### src/rtl/tile_fetch_pkg.sv
// Shared definitions for the tile fetch engine.
//   - fetch_state_e : engine FSM states
//   - CH_*          : default logical buffer IDs
//   - BASE_*        : default region base addresses for config tie-off
//   - ch_width()    : channel-select width, never narrower than 1 bit
package tile_fetch_pkg;

    typedef enum logic [1:0] {
        StIdle  = 2'd0,
        StIssue = 2'd1,
        StDrain = 2'd2,
        StDone  = 2'd3
    } fetch_state_e;

    localparam int unsigned CH_WEIGHT = 0;
    localparam int unsigned CH_KMAT   = 1;
    localparam int unsigned CH_VMAT   = 2;

    localparam int unsigned BASE_WEIGHT = 0;
    localparam int unsigned BASE_KMAT   = 4;
    localparam int unsigned BASE_VMAT   = 772;

    function automatic int unsigned ch_width(input int unsigned num_ch);
        return (num_ch > 1) ? $clog2(num_ch) : 1;
    endfunction

endpackage

### src/rtl/tile_fetch_engine_rd_pipe.sv
// rd_latency_pipe: tags BRAM reads with {valid,last} and delays them by the
// BRAM read latency so they line up with the returned data.
//   clk_i, rst_ni      : clock, async active-low reset (clears all stages)
//   valid_i, last_i    : tag of the read issued this cycle
//   valid_o, last_o    : tag of the read whose data returns this cycle
module rd_latency_pipe #(
    parameter int unsigned RD_LATENCY = 1
) (
    input  logic clk_i,
    input  logic rst_ni,
    input  logic valid_i,
    input  logic last_i,
    output logic valid_o,
    output logic last_o
);

    logic [RD_LATENCY-1:0] valid_q, valid_d;
    logic [RD_LATENCY-1:0] last_q, last_d;

    always_comb begin
        valid_d    = valid_q << 1;
        last_d     = last_q << 1;
        valid_d[0] = valid_i;
        last_d[0]  = last_i;
    end

    always_ff @(posedge clk_i or negedge rst_ni) begin
        if (!rst_ni) begin
            valid_q <= '0;
            last_q  <= '0;
        end else begin
            valid_q <= valid_d;
            last_q  <= last_d;
        end
    end

    assign valid_o = valid_q[RD_LATENCY-1];
    assign last_o  = last_q[RD_LATENCY-1];

endmodule

### src/rtl/tile_fetch_engine.sv
// tile_fetch_engine: issues a burst of BRAM reads for the next tile of a
// selected logical buffer and returns the read data tagged valid/last.
//   clk_i, rst_ni        : clock, async active-low reset
//   start_fetch_i        : request to fetch next tile of ch_sel_i (IDLE only)
//   ch_sel_i, fetch_len_i: channel and words per tile
//   cfg_base_i           : flattened per-channel region base addresses
//   cfg_num_tiles_i      : flattened per-channel tile counts (pointer wrap)
//   reset_ptrs_i         : per-channel tile pointer clear
//   bram_addr_o/en_o     : BRAM read port, bram_rdata_i returns RD_LATENCY later
//   out_data_o/valid_o/last_o/ch_o : returned tile words
//   busy_o, fetch_done_o, fetch_err_o : status
module tile_fetch_engine
    import tile_fetch_pkg::*;
#(
    parameter int unsigned NUM_CH     = 3,
    parameter int unsigned ADDR_WIDTH = 11,
    parameter int unsigned DATA_WIDTH = 256,
    parameter int unsigned PTR_WIDTH  = 9,
    parameter int unsigned LEN_WIDTH  = 4,
    parameter int unsigned RD_LATENCY = 1,
    parameter int unsigned CH_W       = ch_width(NUM_CH)
) (
    input  logic                         clk_i,
    input  logic                         rst_ni,
    input  logic                         start_fetch_i,
    input  logic [CH_W-1:0]              ch_sel_i,
    input  logic [LEN_WIDTH-1:0]         fetch_len_i,
    input  logic [NUM_CH*ADDR_WIDTH-1:0] cfg_base_i,
    input  logic [NUM_CH*PTR_WIDTH-1:0]  cfg_num_tiles_i,
    input  logic [NUM_CH-1:0]            reset_ptrs_i,
    output logic [ADDR_WIDTH-1:0]        bram_addr_o,
    output logic                         bram_en_o,
    input  logic [DATA_WIDTH-1:0]        bram_rdata_i,
    output logic [DATA_WIDTH-1:0]        out_data_o,
    output logic                         out_valid_o,
    output logic                         out_last_o,
    output logic [CH_W-1:0]              out_ch_o,
    output logic                         busy_o,
    output logic                         fetch_done_o,
    output logic                         fetch_err_o
);

    localparam int unsigned ProdWidth = PTR_WIDTH + LEN_WIDTH;

    fetch_state_e           state_q, state_d;
    logic [CH_W-1:0]        ch_q, ch_d;
    logic [LEN_WIDTH-1:0]   len_q, len_d;
    logic [LEN_WIDTH-1:0]   offset_q, offset_d;
    logic [ADDR_WIDTH-1:0]  base_q, base_d;
    logic [PTR_WIDTH-1:0]   ntiles_q, ntiles_d;
    logic                   err_q, err_d;
    logic [PTR_WIDTH-1:0]   ptr_q [NUM_CH];
    logic [PTR_WIDTH-1:0]   ptr_d [NUM_CH];

    logic                   ch_valid;
    logic [ADDR_WIDTH-1:0]  sel_base;
    logic [PTR_WIDTH-1:0]   sel_ptr;
    logic [PTR_WIDTH-1:0]   sel_ntiles;
    logic [ProdWidth-1:0]   tile_prod;
    logic [ADDR_WIDTH-1:0]  tile_base;
    logic                   reject;
    logic                   last_issue;
    logic                   pipe_valid;
    logic                   pipe_last;
    logic                   enter_done;

    // Per-channel config/pointer lookup for the requested channel.
    always_comb begin
        ch_valid   = 1'b0;
        sel_base   = '0;
        sel_ptr    = '0;
        sel_ntiles = '0;
        for (int unsigned i = 0; i < NUM_CH; i++) begin
            if (32'(ch_sel_i) == i) begin
                ch_valid   = 1'b1;
                sel_base   = cfg_base_i[i*ADDR_WIDTH +: ADDR_WIDTH];
                sel_ptr    = ptr_q[i];
                sel_ntiles = cfg_num_tiles_i[i*PTR_WIDTH +: PTR_WIDTH];
            end
        end
    end

    // Full-width product, then modulo 2^ADDR_WIDTH on the add.
    assign tile_prod = ProdWidth'(sel_ptr) * ProdWidth'(fetch_len_i);
    assign tile_base = sel_base + ADDR_WIDTH'(tile_prod);

    assign reject     = !ch_valid || (fetch_len_i == '0) || (sel_ntiles == '0);
    assign last_issue = (state_q == StIssue) && (offset_q == (len_q - LEN_WIDTH'(1)));

    always_comb begin
        state_d     = state_q;
        ch_d        = ch_q;
        len_d       = len_q;
        offset_d    = offset_q;
        base_d      = base_q;
        ntiles_d    = ntiles_q;
        err_d       = 1'b0;
        bram_en_o   = 1'b0;
        bram_addr_o = '0;
        unique case (state_q)
            StIdle: begin
                if (start_fetch_i) begin
                    if (reject) begin
                        err_d = 1'b1;
                    end else begin
                        state_d  = StIssue;
                        ch_d     = ch_sel_i;
                        len_d    = fetch_len_i;
                        offset_d = '0;
                        base_d   = tile_base;
                        ntiles_d = sel_ntiles;
                    end
                end
            end
            StIssue: begin
                bram_en_o   = 1'b1;
                bram_addr_o = base_q + ADDR_WIDTH'(offset_q);
                offset_d    = offset_q + LEN_WIDTH'(1);
                if (last_issue) begin
                    state_d = StDrain;
                end
            end
            StDrain: begin
                if (pipe_valid && pipe_last) begin
                    state_d = StDone;
                end
            end
            StDone: begin
                state_d = StIdle;
            end
            default: begin
                state_d = StIdle;
            end
        endcase
    end

    assign enter_done = (state_q == StDrain) && (state_d == StDone);

    // Advance the active channel's pointer on entry to DONE; a clear on the
    // same edge takes priority.
    always_comb begin
        for (int unsigned i = 0; i < NUM_CH; i++) begin
            ptr_d[i] = ptr_q[i];
            if (enter_done && (32'(ch_q) == i)) begin
                if ((32'(ptr_q[i]) + 32'd1) >= 32'(ntiles_q)) begin
                    ptr_d[i] = '0;
                end else begin
                    ptr_d[i] = ptr_q[i] + PTR_WIDTH'(1);
                end
            end
            if (reset_ptrs_i[i]) begin
                ptr_d[i] = '0;
            end
        end
    end

    always_ff @(posedge clk_i or negedge rst_ni) begin
        if (!rst_ni) begin
            state_q  <= StIdle;
            ch_q     <= '0;
            len_q    <= '0;
            offset_q <= '0;
            base_q   <= '0;
            ntiles_q <= '0;
            err_q    <= 1'b0;
            for (int unsigned i = 0; i < NUM_CH; i++) begin
                ptr_q[i] <= '0;
            end
        end else begin
            state_q  <= state_d;
            ch_q     <= ch_d;
            len_q    <= len_d;
            offset_q <= offset_d;
            base_q   <= base_d;
            ntiles_q <= ntiles_d;
            err_q    <= err_d;
            for (int unsigned i = 0; i < NUM_CH; i++) begin
                ptr_q[i] <= ptr_d[i];
            end
        end
    end

    rd_latency_pipe #(
        .RD_LATENCY (RD_LATENCY)
    ) u_rd_pipe (
        .clk_i   (clk_i),
        .rst_ni  (rst_ni),
        .valid_i (bram_en_o),
        .last_i  (last_issue),
        .valid_o (pipe_valid),
        .last_o  (pipe_last)
    );

    assign busy_o       = (state_q != StIdle);
    assign fetch_done_o = (state_q == StDone);
    assign fetch_err_o  = err_q;
    assign out_valid_o  = pipe_valid;
    assign out_last_o   = pipe_valid & pipe_last;
    // Data is forced to zero outside valid beats so all outputs read 0 in reset.
    assign out_data_o   = pipe_valid ? bram_rdata_i : '0;
    assign out_ch_o     = busy_o ? ch_q : '0;

endmodule

### config.mk
export PLATFORM = sky130hd
export DESIGN_NAME = tile_fetch_engine
export DESIGN_NICKNAME = d
export VERILOG_FILES = /design/src/rtl/tile_fetch_pkg.sv /design/src/rtl/tile_fetch_engine_rd_pipe.sv /design/src/rtl/tile_fetch_engine.sv
export SDC_FILE = /design/constraint.sdc
export NUM_CORES = 1
export LEC_CHECK = 0
export BUFFER_PORTS_ARGS = -buffer_cell sky130_fd_sc_hd__buf_2
export CELL_PAD_IN_SITES_DETAIL_PLACEMENT = 1
export CELL_PAD_IN_SITES_GLOBAL_PLACEMENT = 2
export CORE_AREA = 10 10 223 225
export CTS_CLUSTER_DIAMETER = 30
export DETAILED_ROUTE_END_ITERATION = 10
export DIE_AREA = 0 0 233 235
export PLACE_DENSITY = 0.78
export SLEW_MARGIN = 20
export SYNTH_ARGS = -nofsm -noshare
export SYNTH_HDL_FRONTEND = slang
export SYNTH_SLANG_ARGS = --single-unit
### constraint.sdc
create_clock -name clk_i -period 6 [get_ports clk_i]
set_clock_uncertainty 0.1 [all_clocks]
set_input_delay 0.3 -clock clk_i [delete_from_list [all_inputs] [get_ports clk_i]]
set_output_delay 0.3 -clock clk_i [all_outputs]
set_load 0.01 [all_outputs]
==> results_dict.tcl, run 1 <==
set metrics [dict create \
    nNetsFinal 1918 \
    clk_path_buf_depth 2 \
    cts_resized 0 \
    period_share_pct 83.0 \
    firstDrtPassIters 5 \
    synthTopCellsByArea "and2_1, dfrtp_1, ha_1, fa_1, mux2i_1" \
    postSynthRegisterBits 62 \
    cts_num_sinks 62 \
    routed_via_density 4.37 \
    synth_nets 1347 \
    rows 78 \
    yosysSeqAreaShare_pct 20.6 \
    insertion_delay_ns 0.34 \
    grt_pass1_vias 9723 \
    async_flop_share_pct 100 \
    die-area_um2 54800 \
    wirelength_um 62500 \
    grt_pass1_wl_um 84200 \
    ys_types 52 \
    fin_tns_setup_ns 0 \
    grt_max_degree 112 \
    finalHoldViolCount 0 \
    cp.required_ns 6.12 \
    dp_hpwl_um 56300 \
    core_um2 45100 \
    cts_tree "yes" \
    hold_buffers 0 \
    layout_commonest_cell "buf_2" \
    mostFrequentLayoutCells "buf_2, and2_1, nand2_1, dfrtp_1, inv_1" \
    place.gp.congestion 0.962 \
    grt_usage_pct 21.8 \
    vias 9314 \
    ir_drop_v 0.000142 \
    clockRootBuffer "clkbuf_16" \
    max_cap_viol_count 0 \
    hold_ws_ns 0.0238 \
    wl_per_cell_um 29.4 \
    synth_top_area_share_pct 23.1 \
    ant_nets 0 \
    syn_to_final_growth_pct 52.3 \
    postCtsSetupBuffers 0 \
    synth_edf_count 0 \
    synthFlopType "dfrtp_1" \
    die_h_um 235 \
    final-setup-viol-count 0 \
    hold_class "in -> async" \
    max-slew-margin-rel_pct 42.1 \
    numCtsBuffers 9 \
    design.portCount 603 \
    finalPower_uw 3820 \
    p_per_area_nw_per_um2 334 \
    path_class "in -> reg" \
    syn_area_um2 7510 \
    cp.arrival_ns 5.10 \
    worstPathMaxFanout 15 \
    maxSlewViolCount 0 \
    htree_levels 3 \
    rsz0062_at_grt "false" \
    status "complete, no violations" \
    drcViolationCount 0 \
    drtIter0Drc 517 \
    startpoint_type "input pin" \
    timing.fmax_mhz 201 \
    start_util_pct 16.7 \
    syn_area_per_cell_um2 7.95 \
    fp.dieW_um 233 \
    p_leak_uw 0.00636 \
    endpoint_kind "register" \
    ys_warn_count 0 \
    fin_crit_ns 4.98 \
    tightest_slew_ns 0.869 \
    grt_overflow_total 0 \
    synthCells 945 \
    antenna_found_initial 56 \
    clkTransAtPathRegs_ns 0.06 \
    final_layout_size_suffix_gt1_share_pct 42.4 \
    numPortBuffers 602 \
    synth_top_area_cell "and2_1" \
]
per-stage QoR:
| stage | instances | area (um^2) | worst slack [ns] | util (%) |
|---|---|---|---|---|
| 6_report | 2130 | 11400 | 1.02 | 25.4 |
| 2_1_floorplan | 945 | 7510 | 1.15 | - |
| 5_1_grt | 2124 | 11400 | 0.648 | 25.3 |
| 4_1_cts | 2121 | 11400 | 1.02 | 25.3 |
| 3_5_place_dp | 2105 | 11100 | 0.692 | 24.6 |
| 3_3_place_gp | 2105 | 11100 | 0.757 | 24.6 |
Yosys cell counts (4+ instances only):
cell and count:
a21o_1 17, a21oi_1 41, a22o_1 6, a2bb2oi_1 8, and2_1 278, and3_1 7
buf_2 4, buf_6 7, clkbuf_1 39, dfrtp_1 62, fa_1 23, ha_1 51
inv_1 56, mux2_2 4, mux2_4 9, mux2i_1 30, nand2_1 71, nand2b_1 13
nand3_1 21, nor2_1 43, nor2b_1 16, nor3_1 8, nor4_1 4, o21ai_0 38
o22ai_1 5, or3_1 5, xnor2_1 26, xor2_1 15
layer usage:
| metal | wire length, um | global-route usage (%) | share of wire [%] | up-vias |
|---|---|---|---|---|
| li1 | - | - | - | 4257 |
| met1 | 26900 | 27.4 | 43 | 4604 |
| met2 | 30100 | 37.2 | 48 | 355 |
| met3 | 4620 | 5.91 | 7.4 | 72 |
| met4 | 715 | 3.10 | 1.1 | 26 |
| met5 | 173 | 0 | 0.28 | - |
path summary, 6_finish.rpt:
check | startpoint | to | cells after the start | slack, ns
max reg2reg | ptr_q[3] | base_q[10] | 16 | 1.14
max | ch_sel_i[1] | base_q[10] | 19 | 1.02
min | rst_ni | ptr_q[7] | 2 | 0.02
max in group asynchronous | rst_ni | u_rd_pipe.valid_o | 2 | 5.08
min reg2reg | base_q[2] | base_q[2] | 1 | 0.41
min in group clk_i | reset_ptrs_i[2] | ptr_q[8] | 2 | 0.07
power breakdown:
part	switching (uW)	leakage [uW]	total (uW)	internal, uW
registers	164	0.000801	701	537
clock network	203	0.000144	546	343
logic	1550	0.00541	2580	1030
critical path, cell delays in order:
cell	delay, ns
buf_2	0.27
nor2b_2	0.60
buf_4	0.34
nand2_1	0.07
o21ai_0	0.19
nand2_1	0.14
fa_1	0.50
inv_1	0.06
fa_1	0.53
inv_1	0.05
fa_1	0.53
inv_1	0.04
ha_1	0.34
o21a_1	0.13
o31ai_1	0.09
a21boi_0	0.20
a311oi_1	0.36
xnor2_1	0.11
mux2_4	0.26
flip-flops by register name, summed over array words and instances (netlist names):
register	cells
ptr_q	27
base_q	11
ntiles_q	9
len_q	4
offset_q	4
ch_q	2
state_q	2
fetch_err_o	1
u_rd_pipe.last_o	1
u_rd_pipe.valid_o	1
cell families after synthesis:
kind of cell	after synthesis	synth area share [%]
flip-flops	62	20.6
buffers and inverters	107	6.11
AND/OR/NAND/NOR	479	35.8
multiplexers	43	6.39
AO/OA/AOI/OAI	139	11.6
XOR/XNOR	41	4.78
adder cells (fa/ha/maj)	74	14.6
cell type report:
| class | count | area, um^2 |
|---|---|---|
| flip-flops and latches | 62 | 1560 |
| diodes | 9 | 22.5 |
| multi-input cells | 776 | 5510 |
| well taps | 600 | 751 |
| clock inverters | 5 | 57.6 |
| clock buffers | 11 | 253 |
| inverters | 56 | 210 |
| fillers | 5634 | 33600 |
| repair buffers | 611 | 3080 |
(Power assumes the default switching activity.)
==> run 2: changes to the inputs <==
==> constraint.sdc (replaced) <==
create_clock -name clk_i -period 4.8 [get_ports clk_i]
set_clock_uncertainty 0.1 [all_clocks]
set_input_delay 0.24 -clock clk_i [delete_from_list [all_inputs] [get_ports clk_i]]
set_output_delay 0.24 -clock clk_i [all_outputs]
set_load 0.01 [all_outputs]
==> run 2 against run 1 <==
Compared with the run above:
- the flow now finishes with violations (hold timing)
- via count fell by 1.8%
- worst setup slack worse by 0.67 ns
- total power increased by 27%
- worst hold slack got worse by 0.034 ns
- first-iteration DRC count fell by 9.5%
- clock-buffer cell count stayed put
- sequential share of layout area is 0.17 points lower
- flip-flop and latch count stayed put
- largest cell class unchanged
- largest power group unchanged
==> results_dict.tcl, run 2 (synthesized netlist as in run 1, its figures left out) <==
set metrics [dict create \
    rsz0062_at_grt "false" \
    numPortBuffers 602 \
    status "finished with violations" \
    critPathSlowestCell "fa_1" \
    violations "hold timing" \
    worstPathMaxFanout 7 \
    die-area_um2 54800 \
    wirelength_um 62300 \
    tightest_slew_ns 1.03 \
    hold_ws_ns -0.0104 \
    design.portCount 603 \
    clkTransAtPathRegs_ns 0.06 \
    place.gp.congestion 0.968 \
    place_ws_ns -0.0356 \
    ant_nets 0 \
    max_cap_viol_count 0 \
    p_per_area_nw_per_um2 420 \
    endpoint_kind "register" \
    antenna_found_initial 51 \
    clockRootBuffer "clkbuf_16" \
    grt_usage_pct 21.7 \
    grt_pass1_vias 9574 \
    top_register "ptr_q" \
    numCtsBuffers 9 \
    drcViolationCount 0 \
    grt_pass1_wl_um 83400 \
    cts_tree "yes" \
    post-route-util_pct 25.7 \
    htree_levels 3 \
    grt_max_degree 133 \
    postCtsSetupBuffers 0 \
    timing.fmax_mhz 225 \
    fin_crit_ns 4.45 \
    vias 9147 \
    worst_path_largest_cell_delay_ns 0.54 \
    cts_num_sinks 62 \
    largest_reg_flops 27 \
    dp_hpwl_um 56200 \
    nNetsFinal 1926 \
    clk_path_buf_depth 2 \
    layout_commonest_cell "buf_2" \
    grt_overflow_total 0 \
    max-slew-margin-rel_pct 31.3 \
    die_h_um 235 \
    period_share_pct 92.6 \
    hold_class "in -> async" \
    drtIter0Drc 468 \
    insertion_delay_ns 0.35 \
    core_um2 45100 \
    rows 78 \
    crit_top_cell "fa_1" \
    mostFrequentLayoutCells "buf_2, and2_1, nand2_1, dfrtp_1, inv_1" \
    path_class "reg -> reg" \
    final_layout_size_suffix_gt1_share_pct 42.8 \
    syn_to_final_growth_pct 54.1 \
    wl_per_cell_um 28.9 \
    crit_chain "mux2i_1 > o21ai_2 > nand2_1 > fa_1 > fa_1 > fa_1 > inv_1 > ha_1 > a21o_1 > a21oi_1 > o21ai_0 > o41ai_1 > xnor2_1 > mux2_4" \
    cp.required_ns 4.93 \
    ir_drop_v 0.000177 \
    fp.dieW_um 233 \
    start_util_pct 16.7 \
    hold_buffers 0 \
    p_leak_uw 0.00642 \
    firstDrtPassIters 4 \
    cp.arrival_ns 4.58 \
    startpoint_type "register" \
    maxSlewViolCount 0 \
    fin_tns_setup_ns 0 \
    top_regs "ptr_q x27, base_q x11, ntiles_q x9" \
    worst_slack_ns 0.354 \
    routed_via_density 4.25 \
    finalHoldViolCount 16 \
    final-setup-viol-count 0 \
]
run 2: critical path: cells and delay by family, from the launching register on:
family          cells  cell delay (ns)
simple gates        1             0.11
mux                 2             0.41
compound gates      5             1.18
flops               1             0.45
buf+inv             1             0.04
fa+ha+maj           4             1.92
xor+xnor            1             0.11
run 2: cell type report:
type / count / area [um^2]
antenna: 25 / 62.6
clock buffer: 11 / 243
clock inverter: 4 / 95.1
fill: 5590 / 33500
inverter: 56 / 210
multi-input combinational: 776 / 5530
sequential: 62 / 1560
tap: 600 / 751
timing repair buffer: 619 / 3140
run 2: where the power goes:
group	switching [uW]	total [uW]	leakage [uW]	internal [uW]
Combinational	1920	3210	0.00545	1290
Clock	258	776	0.000166	518
Sequential	214	885	0.000801	671
Total	2390	4870	0.00642	2480
run 2: stage by stage:
step / instance area, um^2 / total power, uW / instances
2_1_floorplan: 7510 / 2510 / 945
3_3_place_gp: 11200 / 4140 / 2113
3_5_place_dp: 11200 / 4170 / 2113
4_1_cts: 11500 / 4980 / 2128
5_1_grt: 11500 / 5200 / 2129
6_report: 11600 / 4870 / 2153
run 2: per-layer routing:
layer,wire [um],GRT usage [%]
met2,30000,37.3
met3,5090,6.43
met4,801,2.45
met5,106,0
met1,26300,26.9
run 2: final timing paths:
path	from	to	slack (ns)	cells after the start
worst max register to register	ptr_q[18]	base_q[9]	0.35	14
worst min register to register	base_q[2]	base_q[2]	0.42	1
worst min-delay path	rst_ni	ptr_q[8]	-0.01	2
min in group clk_i	start_fetch_i	fetch_err_o	0.02	3
max in group asynchronous	rst_ni	u_rd_pipe.valid_o	3.94	2
worst max-delay path	ptr_q[18]	base_q[9]	0.35	14
run 2: repair_timing:
item                       4_1_cts  5_1_grt
pin swaps                        0        1
resized for setup                1        9
cloned                           0        0
setup endpoints to repair        1        3
==> run 3: changes to the inputs <==
--- a/config.mk
+++ b/config.mk
@@ -8,11 +8,12 @@
 export BUFFER_PORTS_ARGS = -buffer_cell sky130_fd_sc_hd__buf_2
 export CELL_PAD_IN_SITES_DETAIL_PLACEMENT = 1
 export CELL_PAD_IN_SITES_GLOBAL_PLACEMENT = 2
-export CORE_AREA = 10 10 223 225
+export CORE_AREA = 2 2 235 237
 export CTS_CLUSTER_DIAMETER = 30
 export DETAILED_ROUTE_END_ITERATION = 10
-export DIE_AREA = 0 0 233 235
-export PLACE_DENSITY = 0.78
+export DIE_AREA = 0 0 237 239
+export HOLD_SLACK_MARGIN = 0.15
+export PLACE_DENSITY = 0.68
 export SLEW_MARGIN = 20
 export SYNTH_ARGS = -nofsm -noshare
 export SYNTH_HDL_FRONTEND = slang
==> constraint.sdc (replaced) <==
create_clock -name clk_i -period 4.8 [get_ports clk_i]
set_clock_uncertainty 0.1 [all_clocks]
set_input_delay 0.48 -clock clk_i [delete_from_list [all_inputs] [get_ports clk_i]]
set_output_delay 0.48 -clock clk_i [all_outputs]
set_load 0.01 [all_outputs]
==> run 3 against run 2 <==
Compared with the run above:
- the flow now finishes without violations
- worst setup slack got worse by 0.048 ns
- wire length increased by 6.4%
- combinational power increased by 6%
- critical path type is now in -> reg
- critical endpoint is now base_q[10]
- clock-buffer cell count unchanged
- critical path depth increased by 4
- cell count increased by 5.2%
- first-iteration DRC count decreased by 9.8%
- highest routed layer unchanged
- sequential power decreased by 7.3%
- clock power decreased by 11%
- utilization decreased by 4.0 points
==> results_dict.tcl, run 3 (synthesized netlist as in run 1, its figures left out) <==
set metrics [dict create \
    status "complete, no violations" \
    max-slew-margin-rel_pct 30.3 \
    fp.dieW_um 237 \
    cts_num_sinks 62 \
    cp.required_ns 4.93 \
    insertion_delay_ns 0.34 \
    vias 9418 \
    timing.fmax_mhz 223 \
    rsz0062_at_grt "false" \
    start_util_pct 13.8 \
    hold_class "in -> async" \
    syn_to_final_growth_pct 56.9 \
    routed_via_density 4.16 \
    numPortBuffers 602 \
    top_register "ptr_q" \
    die_h_um 239 \
    cts_tree "yes" \
    largest_reg_flops 27 \
    r2r-start "ptr_q[1]" \
    path_class "in -> reg" \
    top_regs "ptr_q x27, base_q x11, ntiles_q x9" \
    p_per_area_nw_per_um2 416 \
    final_layout_size_suffix_gt1_share_pct 43.4 \
    core_um2 54300 \
    die-area_um2 56600 \
    wirelength_um 66300 \
    place.gp.congestion 1.01 \
    firstDrtPassIters 4 \
    antenna_found_initial 66 \
    layout_commonest_cell "buf_2" \
    crit_start "ch_sel_i[1]" \
    p_leak_uw 0.00650 \
    finalPower_uw 4910 \
    worstPathMaxFanout 13 \
    tightest_slew_ns 1.05 \
    maxSlewViolCount 0 \
    rows 86 \
    grt_usage_pct 22.8 \
    design.portCount 603 \
    grt_pass1_vias 9766 \
    htree_levels 3 \
    nNetsFinal 1942 \
    wl_per_cell_um 29.3 \
    grt_max_degree 258 \
    hold_ws_ns 0.225 \
    finalHoldViolCount 0 \
    ant_nets 0 \
    clk_path_buf_depth 2 \
    startpoint_type "input pin" \
    ir_drop_v 0.000433 \
    mostFrequentLayoutCells "buf_2, and2_1, nand2_1, dfrtp_1, inv_1" \
    dp_hpwl_um 59600 \
    drtIter0Drc 422 \
    drcViolationCount 0 \
    numCtsBuffers 9 \
    period_share_pct 93.6 \
    grt_overflow_total 0 \
    final-setup-viol-count 0 \
    max_cap_viol_count 0 \
    grt_pass1_wl_um 87100 \
    fin_crit_ns 4.49 \
    cp.arrival_ns 4.62 \
    post-route-util_pct 21.7 \
    clkTransAtPathRegs_ns 0.06 \
    endpoint_kind "register" \
    clockRootBuffer "clkbuf_16" \
]
## run 3: changes by cell type in the layout (fill, tap and decap cells not counted), sizes merged
cell and change:
diode -10, buf +16, clkinvlp +3, bufinv -2
## run 3: where the power goes
part           leakage, uW  switching, uW  internal, uW
Clock             0.000144            258           429
Combinational      0.00556           2100          1300
Sequential        0.000801            148           672
## run 3: layout make-up
| type | instances | area [um^2] |
|---|---|---|
| tap | 704 | 881 |
| clock inverter | 5 | 57.6 |
| inverter | 56 | 210 |
| multi-input combinational | 776 | 5520 |
| fill | 6647 | 42500 |
| timing repair buffer | 635 | 3270 |
| clock buffer | 11 | 253 |
| antenna | 15 | 37.5 |
| sequential | 62 | 1560 |
## run 3: metrics by stage
step / std cells / setup slack, ns / instance area (um^2) / setup TNS, ns
floorplan: 945 / 0.0281 / 7520 / 0
global placement: 2233 / -0.00125 / 11400 / -0.00125
detailed placement: 2233 / -0.0453 / 11400 / -0.0829
CTS: 2249 / 0.201 / 11700 / 0
global route: 2251 / 0.00734 / 11800 / 0
finish: 2264 / 0.306 / 11800 / 0
## run 3: timing repair
action                                  CTS  global route
endpoints found under the hold margin     0             0
gates resized for setup                   0             7
setup buffers                             0             0
endpoints found under the setup margin    0             2
hold buffers                              0             0
## run 3: worst max-delay path: stages
cell      delay, ns
buf_2          0.20
buf_4          0.16
buf_4          0.24
mux2i_1        0.13
o21ai_0        0.36
nand2_1        0.14
fa_1           0.49
inv_1          0.06
fa_1           0.53
inv_1          0.06
fa_1           0.54
inv_1          0.04
ha_1           0.31
a21oi_1        0.16
nor2b_1        0.06
a311oi_1       0.29
xnor2_1        0.11
mux2_4         0.26
## run 3: routing by layer
layer	global-route usage [%]	part of all wire, %
met1	30.3	46
met2	37.3	46
met3	6.07	6.5
met4	3.72	1.4
met5	0	0.22
## run 3: path summary, 6_finish.rpt
path | end | slack (ns) | depth (start not counted)
worst max-delay path | base_q[10] | 0.31 | 18
worst min-delay path | ptr_q[6] | 0.22 | 2
worst max register to register | base_q[10] | 0.35 | 16
worst min register to register | base_q[2] | 0.41 | 1
max in group asynchronous | u_rd_pipe.valid_o | 3.67 | 2
min in group clk_i | ptr_q[8] | 0.27 | 2
